--- config.mk ---
export PLATFORM = sky130hd
export DESIGN_NAME = imem_loader_flat
export DESIGN_NICKNAME = d
export VERILOG_FILES = /design/src/rtl/imem_loader_if.sv /design/src/rtl/imem_loader.sv /design/src/flat_wrapper.sv
export SDC_FILE = /design/constraint.sdc
export NUM_CORES = 1
export LEC_CHECK = 0
export ABC_AREA = 1
export CORE_ASPECT_RATIO = 1.5
export CORE_MARGIN = 2
export CORE_UTILIZATION = 44
export CTS_CLUSTER_DIAMETER = 30
export CTS_CLUSTER_SIZE = 24
export DETAILED_ROUTE_END_ITERATION = 10
export PLACE_DENSITY_LB_ADDON = 0.3
export SLEW_MARGIN = 20
export SYNTH_ARGS = -nofsm -noshare
export SYNTH_HDL_FRONTEND = slang
export SYNTH_SLANG_ARGS = --single-unit
--- constraint.sdc ---
create_clock -name clk -period 1.7 [get_ports clk]
set_clock_uncertainty 0.1 [all_clocks]
set_input_delay 0.255 -clock clk [delete_from_list [all_inputs] [get_ports clk]]
set_output_delay 0.255 -clock clk [all_outputs]
set_load 0.01 [all_outputs]
--- src/rtl/imem_loader_if.sv ---
// Byte-stream input and instruction-memory write port of the loader.
// master = loader side, slave = stream source / memory side.
interface imem_loader_if;
  logic        byte_valid;
  logic [7:0]  byte_data;
  logic        byte_ready;
  logic        IMemWrite;
  logic [31:0] imem_addr;
  logic [31:0] imem_wdata;

  modport master (
    input  byte_valid, byte_data,
    output byte_ready, IMemWrite, imem_addr, imem_wdata
  );

  modport slave (
    output byte_valid, byte_data,
    input  byte_ready, IMemWrite, imem_addr, imem_wdata
  );
endinterface

--- src/rtl/imem_loader.sv ---
// Loads a length-prefixed little-endian word stream into instruction memory; one byte/cycle plus one write bubble per word.
// IMEM_LOADER_CHECKSUM_EN adds a trailing XOR checksum byte verified before done.
module imem_loader #(
  parameter logic [31:0] BASE_ADDR = 32'h0000_0000,
  parameter int          MAX_WORDS = 256
) (
  input  logic          clk,
  input  logic          reset_n,
  input  logic          start,
  imem_loader_if.master bus,
  output logic          busy,
  output logic          done,
  output logic          err
);

  typedef enum logic [2:0] {
    IDLE,
    LEN_LO,
    LEN_HI,
    DATA,
    WRITE,
`ifdef IMEM_LOADER_CHECKSUM_EN
    CHECK,
`endif
    FIN
  } state_t;

`ifdef IMEM_LOADER_CHECKSUM_EN
  localparam state_t LastState = CHECK;
`else
  localparam state_t LastState = FIN;
`endif

  localparam logic [16:0] MaxWords = 17'(MAX_WORDS);

  state_t      state, nextState;
  logic [7:0]  lenLo;
  logic [15:0] remaining;
  logic [1:0]  byteCnt;
  logic [31:0] addr, wdata;
  logic        byteReady, memWrite, busyC;
  logic        accept;
  logic [15:0] lenFull;
  logic        overMax;
`ifdef IMEM_LOADER_CHECKSUM_EN
  logic [7:0]  csum;
`endif

  assign accept  = bus.byte_valid && byteReady;
  assign lenFull = {bus.byte_data, lenLo};
  assign overMax = {1'b0, lenFull} > MaxWords;

  assign bus.byte_ready = byteReady;
  assign bus.IMemWrite  = memWrite;
  assign bus.imem_addr  = addr;
  assign bus.imem_wdata = wdata;
  assign busy           = busyC;

  always_ff @(posedge clk or negedge reset_n) begin
    if (!reset_n) state <= IDLE;
    else          state <= nextState;
  end

  always_comb begin
    nextState = state;
    byteReady = 1'b0;
    memWrite  = 1'b0;
    busyC     = 1'b1;
    case (state)
      IDLE: begin
        busyC = 1'b0;
        if (start) nextState = LEN_LO;
      end
      LEN_LO: begin
        byteReady = 1'b1;
        if (accept) nextState = LEN_HI;
      end
      LEN_HI: begin
        byteReady = 1'b1;
        if (accept) begin
          if (lenFull == 16'd0) nextState = LastState;
          else if (overMax)     nextState = IDLE;
          else                  nextState = DATA;
        end
      end
      DATA: begin
        byteReady = 1'b1;
        if (accept && byteCnt == 2'd3) nextState = WRITE;
      end
      WRITE: begin
        memWrite  = 1'b1;
        nextState = (remaining == 16'd1) ? LastState : DATA;
      end
`ifdef IMEM_LOADER_CHECKSUM_EN
      CHECK: begin
        byteReady = 1'b1;
        if (accept) nextState = (bus.byte_data == csum) ? FIN : IDLE;
      end
`endif
      FIN: nextState = IDLE;
      default: begin
        busyC     = 1'b0;
        nextState = IDLE;
      end
    endcase
  end

  always_ff @(posedge clk or negedge reset_n) begin
    if (!reset_n) begin
      lenLo     <= 8'd0;
      remaining <= 16'd0;
      byteCnt   <= 2'd0;
      addr      <= BASE_ADDR;
      wdata     <= 32'd0;
      done      <= 1'b0;
      err       <= 1'b0;
`ifdef IMEM_LOADER_CHECKSUM_EN
      csum      <= 8'd0;
`endif
    end else begin
      case (state)
        IDLE: if (start) begin
          done      <= 1'b0;
          err       <= 1'b0;
          addr      <= BASE_ADDR;
          byteCnt   <= 2'd0;
          remaining <= 16'd0;
`ifdef IMEM_LOADER_CHECKSUM_EN
          csum      <= 8'd0;
`endif
        end
        LEN_LO: if (accept) lenLo <= bus.byte_data;
        LEN_HI: if (accept) begin
          remaining <= lenFull;
          if (overMax) err <= 1'b1;
        end
        DATA: if (accept) begin
          // byteCnt selects the little-endian lane for this byte
          wdata[{byteCnt, 3'b000} +: 8] <= bus.byte_data;
          byteCnt <= byteCnt + 2'd1;
`ifdef IMEM_LOADER_CHECKSUM_EN
          csum    <= csum ^ bus.byte_data;
`endif
        end
        WRITE: begin
          addr      <= addr + 32'd4;
          remaining <= remaining - 16'd1;
        end
`ifdef IMEM_LOADER_CHECKSUM_EN
        CHECK: if (accept && bus.byte_data != csum) err <= 1'b1;
`endif
        FIN: done <= 1'b1;
        default: ;
      endcase
    end
  end

endmodule

--- src/flat_wrapper.sv ---
// flat-port wrapper written by rule: the top's interface ports become plain ports
module imem_loader_flat 
#(
  parameter logic [31:0] BASE_ADDR = 32'h0000_0000,
  parameter int          MAX_WORDS = 256
)
  (clk, reset_n, start, busy, done, err, bus_byte_valid, bus_byte_data, bus_byte_ready, bus_IMemWrite, bus_imem_addr, bus_imem_wdata);
  imem_loader_if bus_i ();
  input  logic clk;
  input  logic reset_n;
  input  logic start;
  output logic busy;
  output logic done;
  output logic err;
  input wire logic [$bits(bus_i.byte_valid)-1:0] bus_byte_valid;
  input wire logic [$bits(bus_i.byte_data)-1:0] bus_byte_data;
  output wire logic [$bits(bus_i.byte_ready)-1:0] bus_byte_ready;
  output wire logic [$bits(bus_i.IMemWrite)-1:0] bus_IMemWrite;
  output wire logic [$bits(bus_i.imem_addr)-1:0] bus_imem_addr;
  output wire logic [$bits(bus_i.imem_wdata)-1:0] bus_imem_wdata;
  assign bus_i.byte_valid = bus_byte_valid;
  assign bus_i.byte_data = bus_byte_data;
  assign bus_byte_ready = bus_i.byte_ready;
  assign bus_IMemWrite = bus_i.IMemWrite;
  assign bus_imem_addr = bus_i.imem_addr;
  assign bus_imem_wdata = bus_i.imem_wdata;
  imem_loader #(.BASE_ADDR(BASE_ADDR), .MAX_WORDS(MAX_WORDS)) u_core (.clk(clk), .reset_n(reset_n), .start(start), .bus(bus_i), .busy(busy), .done(done), .err(err));
endmodule
# Yosys cells after proc, flatten, opt, wreduce, memory -nomap -nowiden
# Cells that the tools add are included.
[totals]
register_bits = 95
n_memories = 0
mem_bits_rw = 0
rom_bits = 0
latch_bits = 0
input_bits = 12
output_inout_bits = 69
[op_classes]
n_mul = 0
muxes = 25
n_reduce_logical = 19
shifts = 2
n_addsub = 4
n_div = 0
bitwise_logic = 0
n_eq_ne = 13
order_cmp = 1
[op_table]
columns = ["op", "count"]
rows = [
  ["$pmux W32 S2", 1],
  ["$pmux W16 S3", 1],
  ["$add A32 B3 Y32 const B", 1],
  ["$bwmux W32", 1],
  ["$mux W16", 2],
  ["$mux W32", 1],
  ["$shift A8 B7 Y32 const A", 1],
  ["$shiftx A8 B7 Y32", 1],
  ["$mux W3", 6],
  ["$eq A16 B1 Y1 const B", 1],
  ["$gt A16 B9 Y1 const B", 1],
  ["$logic_not A16 Y1", 1],
  ["$sub A16 B1 Y16 const B", 1],
  ["$pmux W3 S5", 1],
  ["$ne A2 B1 Y1 const B", 5],
  ["$reduce_and A2 Y1", 4],
  ["$reduce_and A4 Y1", 2],
  ["$reduce_bool A2 Y1", 4],
  ["$neg A5 Y7", 1],
  ["$eq A3 B2 Y1 const B", 2],
  ["$eq A3 B3 Y1 const B", 2],
  ["$mux W1", 6],
  ["$mux W2", 3],
  ["$reduce_and A3 Y1", 2],
  ["11 further kinds", 13],
]

# Longest topological paths before layout
# Gate-level depths: netlist (run 1).
[depth]
ltp_word = 7
depth_mapped = 10
depth_no_buf = 10

# Worst setup path after synthesis (run 1)
# Ideal clock, no wire load.
[synth_path]
path_kind = "register to register"
from = "register u_core.byteCnt[0]"
to = "register u_core.wdata[7] (netlist: u_core.bus.imem_wdata[7])"
path_buffers = 1
path_stages_with_launch = 9
t_arrival_ns = 1.711
setup_time_ns = 0.073
path_slack_ns = -0.184
cell_sequence = "dfrtp_1 buf_2 inv_1 ha_1 inv_1 nand2_1 nor2_1 nand2_1 a21oi_2"
[synth_between]
elab_chain_cells = 3
[synth_lines]
columns = ["item", "line_no", "rtl"]
rows = [
  ["start, declared", "imem_loader.sv:39", "logic [1:0] byteCnt;"],
  ["start signal, assigned", "imem_loader.sv:140", "byteCnt <= byteCnt + 2'd1;"],
  ["$neg A5 Y7 (*)", "imem_loader.sv:139", "wdata[{byteCnt, 3'b000} +: 8] <= bus.byte_data;"],
  ["$shiftx A8 B7 Y32 or $shift A8 B7 Y32 (tied branches)", "imem_loader.sv:139", ""],
  ["$bwmux W32 (*)", "imem_loader.sv:139", ""],
  ["end signal, assigned by index", "imem_loader.sv:139", ""],
  ["end, declared", "imem_loader.sv:40", "logic [31:0] addr, wdata;"],
]
# Mark *: on every way between the ends. The rest lies on a longest branch, timed or not.
# A chain may end at the register's enable or synchronous reset.

# Worst setup path in the final report (run 1)
[layout_path]
from = "register u_core.addr[19] (netlist: u_core.bus.imem_addr[19])"
to = "output bus_imem_addr[19]"
[layout_lines]
columns = ["item", "line_no", "rtl"]
rows = [
  ["start, declared", "imem_loader.sv:40", ""],
  ["start signal, assigned", "imem_loader.sv:146", "addr <= addr + 32'd4;"],
  ["end, declared", "flat_wrapper.sv:19", "output wire logic [$bits(bus_i.imem_addr)-1:0] bus_imem_addr;"],
]
# No word-level cell between the ends.

==> flow_metrics.env, run 1 <==
export IMPL_gp_congestion=0.8916
export IMPL_track_usage=0.2387
export IMPL_peakVddDrop_mv=0.9810
export IMPL_critPathMaxFanout=4
export IMPL_slowest_stage="clkdlybuf4s50_1"
export IMPL_crit_arrival_ps=1310
export IMPL_cpPeakStageDelay_ps=560
export IMPL_synth_xor_area_share=0.004938
export IMPL_p_comb_frac=0.476
export IMPL_yosys_area_share_adder=0.01881
export IMPL_syn_to_final_growth_pct=39.45
export IMPL_p_sw_w=0.004084
export IMPL_cts_buffer_depth=2
export IMPL_seqPwrFrac=0.313
export IMPL_multiInputGateArea_um2=2683
export IMPL_clock_fmax_ghz=0.6004
export IMPL_start_util=0.4474
export IMPL_finalSetupTns_ps=0
export IMPL_holdCritPathClass="flop to flop"
export IMPL_die_area_um2=13010
export IMPL_finalCritPeriodShare=0.9797
export IMPL_clk_latency_ps=350
export IMPL_power_frac_clock=0.210
export IMPL_p_sw_frac=0.4118
export IMPL_syn_area_um2=5321
export IMPL_yosysTopAreaCell="dfrtp_1"
export IMPL_num_rows=49
export IMPL_cts_tree="done"
export IMPL_seq_area_frac_synth=0.4373
export IMPL_final_area_um2=7421
export IMPL_grt_pass1_vias=5298
export IMPL_routedWlPerCell_um=13.92
export IMPL_crit_buf_inv=1
export IMPL_crit_chain="clkdlybuf4s50_1"
export IMPL_core_area_um2=11890
export IMPL_finalCoreUtilization=0.6239
export IMPL_synth_avg_cell_area_um2=7.057
export IMPL_die_h_um=138.7
export IMPL_start_kind="flop"
export IMPL_cts_buffers=9
export IMPL_worst_slew_pin_slew_ps=515.2
export IMPL_synth_top_family_by_area="simple AND/OR/NAND/NOR gates"
export IMPL_cts_root_buffer="clkbuf_16"
export IMPL_synth_area_leaders="dfrtp_1, nand2_1, nor2_1"
export IMPL_end_kind="output pin"
export IMPL_first_iter_violations=261
export IMPL_clkSlewWorstSetupHoldPaths_ps=70
export IMPL_diodes=0
export IMPL_crit_required_ps=1340
export IMPL_synth_top_area_frac=0.4373
export IMPL_viasPerCell=5.065
export IMPL_drc=0
export IMPL_via_count=5480
export IMPL_max_slew_margin=0.6566
export IMPL_grt_pass1_wl_um=25030
export IMPL_drt_total_wl_um=15060
export IMPL_p_per_area_nw_per_um2=1337
export IMPL_cts_sinks=93
export IMPL_p_int_w=0.005834
export IMPL_synth_cell_type_count=38
export IMPL_finalSetupViolCount=0
export IMPL_rsz0062_at_grt="true"
export IMPL_die_w_um=93.79
export IMPL_grt_max_degree=94
export IMPL_layout_cells_non_filler=1082
export IMPL_io_pins=81
export IMPL_power_leakage_nw=3.809
export IMPL_syn_inst=754
export IMPL_port_buffers=78
export IMPL_slew_violations=0
export IMPL_ys_ff_latch=93
export IMPL_grt_remaining_overflow=0
export IMPL_synth_compound_area_share=0.1133
export IMPL_placed_area_um2=6834
export IMPL_dr_pass1_iters=5
export IMPL_drive_gt1_frac=0.1808
export IMPL_antenna_found_initial=0
export IMPL_synthMuxAreaShare=0
export IMPL_hpwl_um=11130
export IMPL_final_antenna_net_count=0
export IMPL_hold_violations=0
export IMPL_dp_cells=1043
export IMPL_cp_top_family="buffers and inverters"
export IMPL_ys_warnings_count=0
export IMPL_n_fill_cell=1050
export IMPL_seq_area_um2=2333
export IMPL_critPathKind="flop to output pin"
export IMPL_cts_max_level=3
export IMPL_finalCriticalPeriod_ps=1665
export IMPL_nNetsFinal=944
export IMPL_synthSimpleGateAreaFrac=0.3480
export IMPL_cap_viol_max_count=0
export IMPL_status="complete, no violations"
[through the flow]
step	worst slack [ps]	power (W)	hold slack (ps)
floorplan	31.01	0.005819	-140.6
global placement	-103.6	0.007640	252.7
detailed placement	-118.2	0.007719	247.8
CTS	5.030	0.009828	392.7
global route	-56.68	0.01071	414.4
finish	34.51	0.009919	386.1
[power groups by stage]
stage	sequential (W)	combinational, W	clock, W
after floorplan	0.00314	0.00268	0
after global placement	0.00311	0.00453	0
after detailed placement	0.00311	0.00461	0
after CTS	0.00309	0.00461	0.00213
after global routing	0.00316	0.00532	0.00222
final	0.00311	0.00472	0.00209
[state kept, by name, summed over array words and instances (netlist names)]
name / count
u_core.bus.imem_wdata: 32
u_core.bus.imem_addr: 30
u_core.remaining: 16
u_core.lenLo: 8
u_core.state: 3
u_core.byteCnt: 2
u_core.done: 1
u_core.err: 1
[final cells by class]
cell class              count  share of cell area
repair buffers            177              0.2173
clock buffers              10             0.03220
multi-input cells         566              0.3615
well taps                 153             0.02580
flip-flops and latches     93              0.3144
clock inverters             6            0.009442
inverters                  77             0.03929
[worst paths after layout]
path	start	end	slack, ps	cells past startpoint
worst min register to register	u_core.done$_DFFE_PN0P_	u_core.done$_DFFE_PN0P_	390	2
worst max register to register	u_core.state[2]$_DFFE_PN0P_	u_core.remaining[2]$_DFFE_PN0P_	70	9
worst max-delay path	u_core.bus.imem_addr[19]$_DFFE_PN0P_	bus_imem_addr[19]	30	1
max in group asynchronous	reset_n	u_core.state[2]$_DFFE_PN0P_	680	3
min in group asynchronous	reset_n	u_core.bus.imem_addr[2]$_DFFE_PN0P_	400	3
worst min-delay path	u_core.done$_DFFE_PN0P_	u_core.done$_DFFE_PN0P_	390	2
[cells in the mapped netlist (all sizes together)]
library cell	n
or2	2
xnor2	1
a21boi	6
and2	2
o31ai	1
conb	1
nand2	225
nor3	4
dfrtp	93
nor2	128
nand4	8
nand3	69
nand3b	2
a21oi	21
o22ai	1
inv	77
buf	16
o211ai	1
ha	8
a31oi	1
clkbuf	3
a22o	1
a22oi	3
o21ai	78
xor2	2
[logic make-up (layout without fill, tap and decap cells)]
group / Yosys count / in the layout
adders and majority gates: 8 / 8
other: 1 / 2
AOI/OAI and AO/OA: 113 / 113
xor gates and xnor gates: 3 / 3
DFF: 93 / 93
buffers and inverters: 96 / 270
and+or+nand+nor: 440 / 440
[repair_timing]
item                                    4_1_cts  5_1_grt
hold buffers                                  1        0
pin swaps                                     0        1
setup buffers                                17        5
gates resized for setup                      22       45
endpoints found under the setup margin       28       57
hold endpoints to repair                     93        0
[worst reg2reg max path, cell delays in order (launching register included)]
cell,delay [ps]
dfrtp_2,450
buf_4,170
nor2_2,170
nand2_2,100
nand2_2,80
nor2_1,40
buf_4,140
buf_4,150
nand2_1,50
o21ai_0,70
[cell usage in the layout, fill, tap and decap left out, drive strengths merged, types with 3 or more instances in the layout]
| cell type | count |
|---|---|
| a22oi | 3 |
| a21boi | 6 |
| inv | 79 |
| clkinvlp | 3 |
| clkbuf | 11 |
| nor2 | 128 |
| clkdlybuf4s50 | 58 |
| nand3 | 69 |
| nor3 | 4 |
| o21ai | 78 |
| a21oi | 21 |
| ha | 8 |
| dfrtp | 93 |
| dlygate4sd2 | 6 |
| buf | 101 |
| nand2 | 225 |
| nand4 | 8 |
| dlymetal6s2s | 10 |
[per-layer routing]
metal	part of all wire	routed length (um)	vias to the layer above	track usage
li1	-	-	2756	-
met4	0.032	483	0	0.09611
met3	0.040	606	33	0.03587
met2	0.52	7900	147	0.4207
met5	0	0	-	0
met1	0.40	6068	2544	0.2869
Note: power is estimated with default switching activity, not from simulation.
==> run 2: changes to the inputs <==
- CORE_MARGIN: 2 -> 10
==> flow_metrics.env, run 2 (synthesis results as in run 1) <==
export IMPL_final_cell_mix="nand2_1, nor2_1, dfrtp_1"
export IMPL_crit_arrival_ps=1840
export IMPL_clock_fmax_ghz=0.6023
export IMPL_slew_violations=0
export IMPL_drt_total_wl_um=16190
export IMPL_layout_cells_non_filler=1074
export IMPL_p_sw_w=0.004178
export IMPL_hold_violations=0
export IMPL_crit_required_ps=1880
export IMPL_die_h_um=154.7
export IMPL_cpPeakStageDelay_ps=430
export IMPL_rsz0062_at_grt="true"
export IMPL_track_usage=0.1870
export IMPL_grt_pass1_vias=5395
export IMPL_drive_gt1_frac=0.1716
export IMPL_fin_hold_ws_ps=296.2
export IMPL_power_frac_clock=0.216
export IMPL_start_util=0.4474
export IMPL_viasPerCell=5.064
export IMPL_diodes=0
export IMPL_nNetsFinal=936
export IMPL_syn_to_final_growth_pct=38.28
export IMPL_finalSetupViolCount=0
export IMPL_end_kind="flop"
export IMPL_cts_sinks=93
export IMPL_dpl_worst_slack_ps=-113.9
export IMPL_final_common_cell="nand2_1"
export IMPL_routedWlPerCell_um=15.08
export IMPL_largest_reg_flops=32
export IMPL_power_total_w=0.01018
export IMPL_finalCoreUtilization=0.6187
export IMPL_clkSlewWorstSetupHoldPaths_ps=70
export IMPL_clk_latency_ps=340
export IMPL_cts_buffer_depth=2
export IMPL_p_int_w=0.006006
export IMPL_grt_pass1_wl_um=25610
export IMPL_status="complete, no violations"
export IMPL_antenna_found_initial=0
export IMPL_fin_ws_ps=39.68
export IMPL_peakVddDrop_mv=0.9523
export IMPL_cap_viol_max_count=0
export IMPL_cp_num_cells=8
export IMPL_crit_buf_inv=2
export IMPL_holdCritPathClass="input pin to asynchronous set/reset pin"
export IMPL_port_buffers=78
export IMPL_via_count=5439
export IMPL_grt_max_degree=30
export IMPL_grt_remaining_overflow=0
export IMPL_core_area_um2=11890
export IMPL_start_kind="flop"
export IMPL_drc=0
export IMPL_crit_chain="nor2_2 > nand2_2 > inv_2 > buf_6 > o21ai_0 > o21ai_0 > a21oi_1 > nor2_1"
export IMPL_finalCritPeriodShare=0.9767
export IMPL_cts_root_buffer="clkbuf_16"
export IMPL_power_leakage_nw=3.702
export IMPL_slowest_stage="dfrtp_1"
export IMPL_dp_cells=1040
export IMPL_die_area_um2=16980
export IMPL_die_w_um=109.8
export IMPL_timing_critical_path_mode_cell="o21ai_0"
export IMPL_gp_congestion=0.9207
export IMPL_critPathMaxFanout=26
export IMPL_cts_max_level=3
export IMPL_critPathKind="flop to flop"
export IMPL_num_rows=49
export IMPL_p_per_area_nw_per_um2=1384
export IMPL_finalCriticalPeriod_ps=1660
export IMPL_io_pins=81
export IMPL_final_antenna_net_count=0
export IMPL_ff2ff_path_depth=8
export IMPL_first_iter_violations=252
export IMPL_p_sw_frac=0.4102
export IMPL_cts_buffers=9
export IMPL_hpwl_um=11980
export IMPL_cp_top_family="flip-flops"
export IMPL_p_comb_frac=0.479
export IMPL_dr_pass1_iters=5
export IMPL_cts_tree="done"
export IMPL_seqPwrFrac=0.306
[run 2: cell count changes in the layout (fill, tap and decap cells not counted), moves of 4 or more]
cell,before,now
buf_4,91,80
buf_6,1,5
clkdlybuf4s50_1,58,54
dlygate4sd2_1,6,16
dlymetal6s2s_1,10,4
o21ai_0,73,66
o21ai_1,5,12
[run 2: power groups by stage]
| stage | combinational (W) | sequential [W] | clock, W |
|---|---|---|---|
| finish | 0.00488 | 0.00311 | 0.00220 |
| global route | 0.00545 | 0.00317 | 0.00233 |
| CTS | 0.00462 | 0.00310 | 0.00226 |
| detailed placement | 0.00461 | 0.00312 | 0 |
| global placement | 0.00454 | 0.00311 | 0 |
| floorplan | 0.00268 | 0.00314 | 0 |
[run 2: layer usage]
layer	vias up	track usage	share of wire
li1	2741	-	-
met1	2504	0.1971	0.39
met2	155	0.3288	0.51
met3	39	0.05116	0.063
met4	0	0.09017	0.036
met5	-	0	0
[run 2: repair_timing]
action | 4_1_cts | 5_1_grt
gates resized for setup | 32 | 50
hold buffers | 1 | 0
setup buffers | 10 | 5
cloned | 0 | 2
endpoints found under the setup margin | 31 | 59
hold endpoints to repair | 26 | 0
pin swaps | 0 | 10
[run 2: area by class of cell]
cell class              instances  area [um^2]
well taps                     153        191.4
fillers                      1102         4536
repair buffers                167         1493
clock buffers                  11        242.7
clock inverters                 5        83.83
inverters                      77        291.5
flip-flops and latches         93         2331
multi-input cells             568         2725
[run 2: final timing paths]
kind,from,end,slack (ps)
max,u_core.state[1]$_DFFE_PN0P_,u_core.bus.imem_addr[9]$_DFFE_PN0P_,40
min,reset_n,u_core.bus.imem_addr[9]$_DFFE_PN0P_,300
max reg2reg,u_core.state[1]$_DFFE_PN0P_,u_core.bus.imem_addr[9]$_DFFE_PN0P_,40
min reg2reg,u_core.bus.imem_wdata[27]$_DFFE_PN0P_,u_core.bus.imem_wdata[27]$_DFFE_PN0P_,390
max in group asynchronous,reset_n,u_core.bus.imem_addr[6]$_DFFE_PN0P_,670
min in group clk,u_core.bus.imem_wdata[27]$_DFFE_PN0P_,u_core.bus.imem_wdata[27]$_DFFE_PN0P_,390
[run 2: stage by stage]
step	setup TNS, ps	instance area (um^2)
finish	0	7358
global route	-335.7	7358
CTS	-0.02354	7198
detailed placement	-1157	6799
global placement	-411.6	6799
floorplan	0	5354
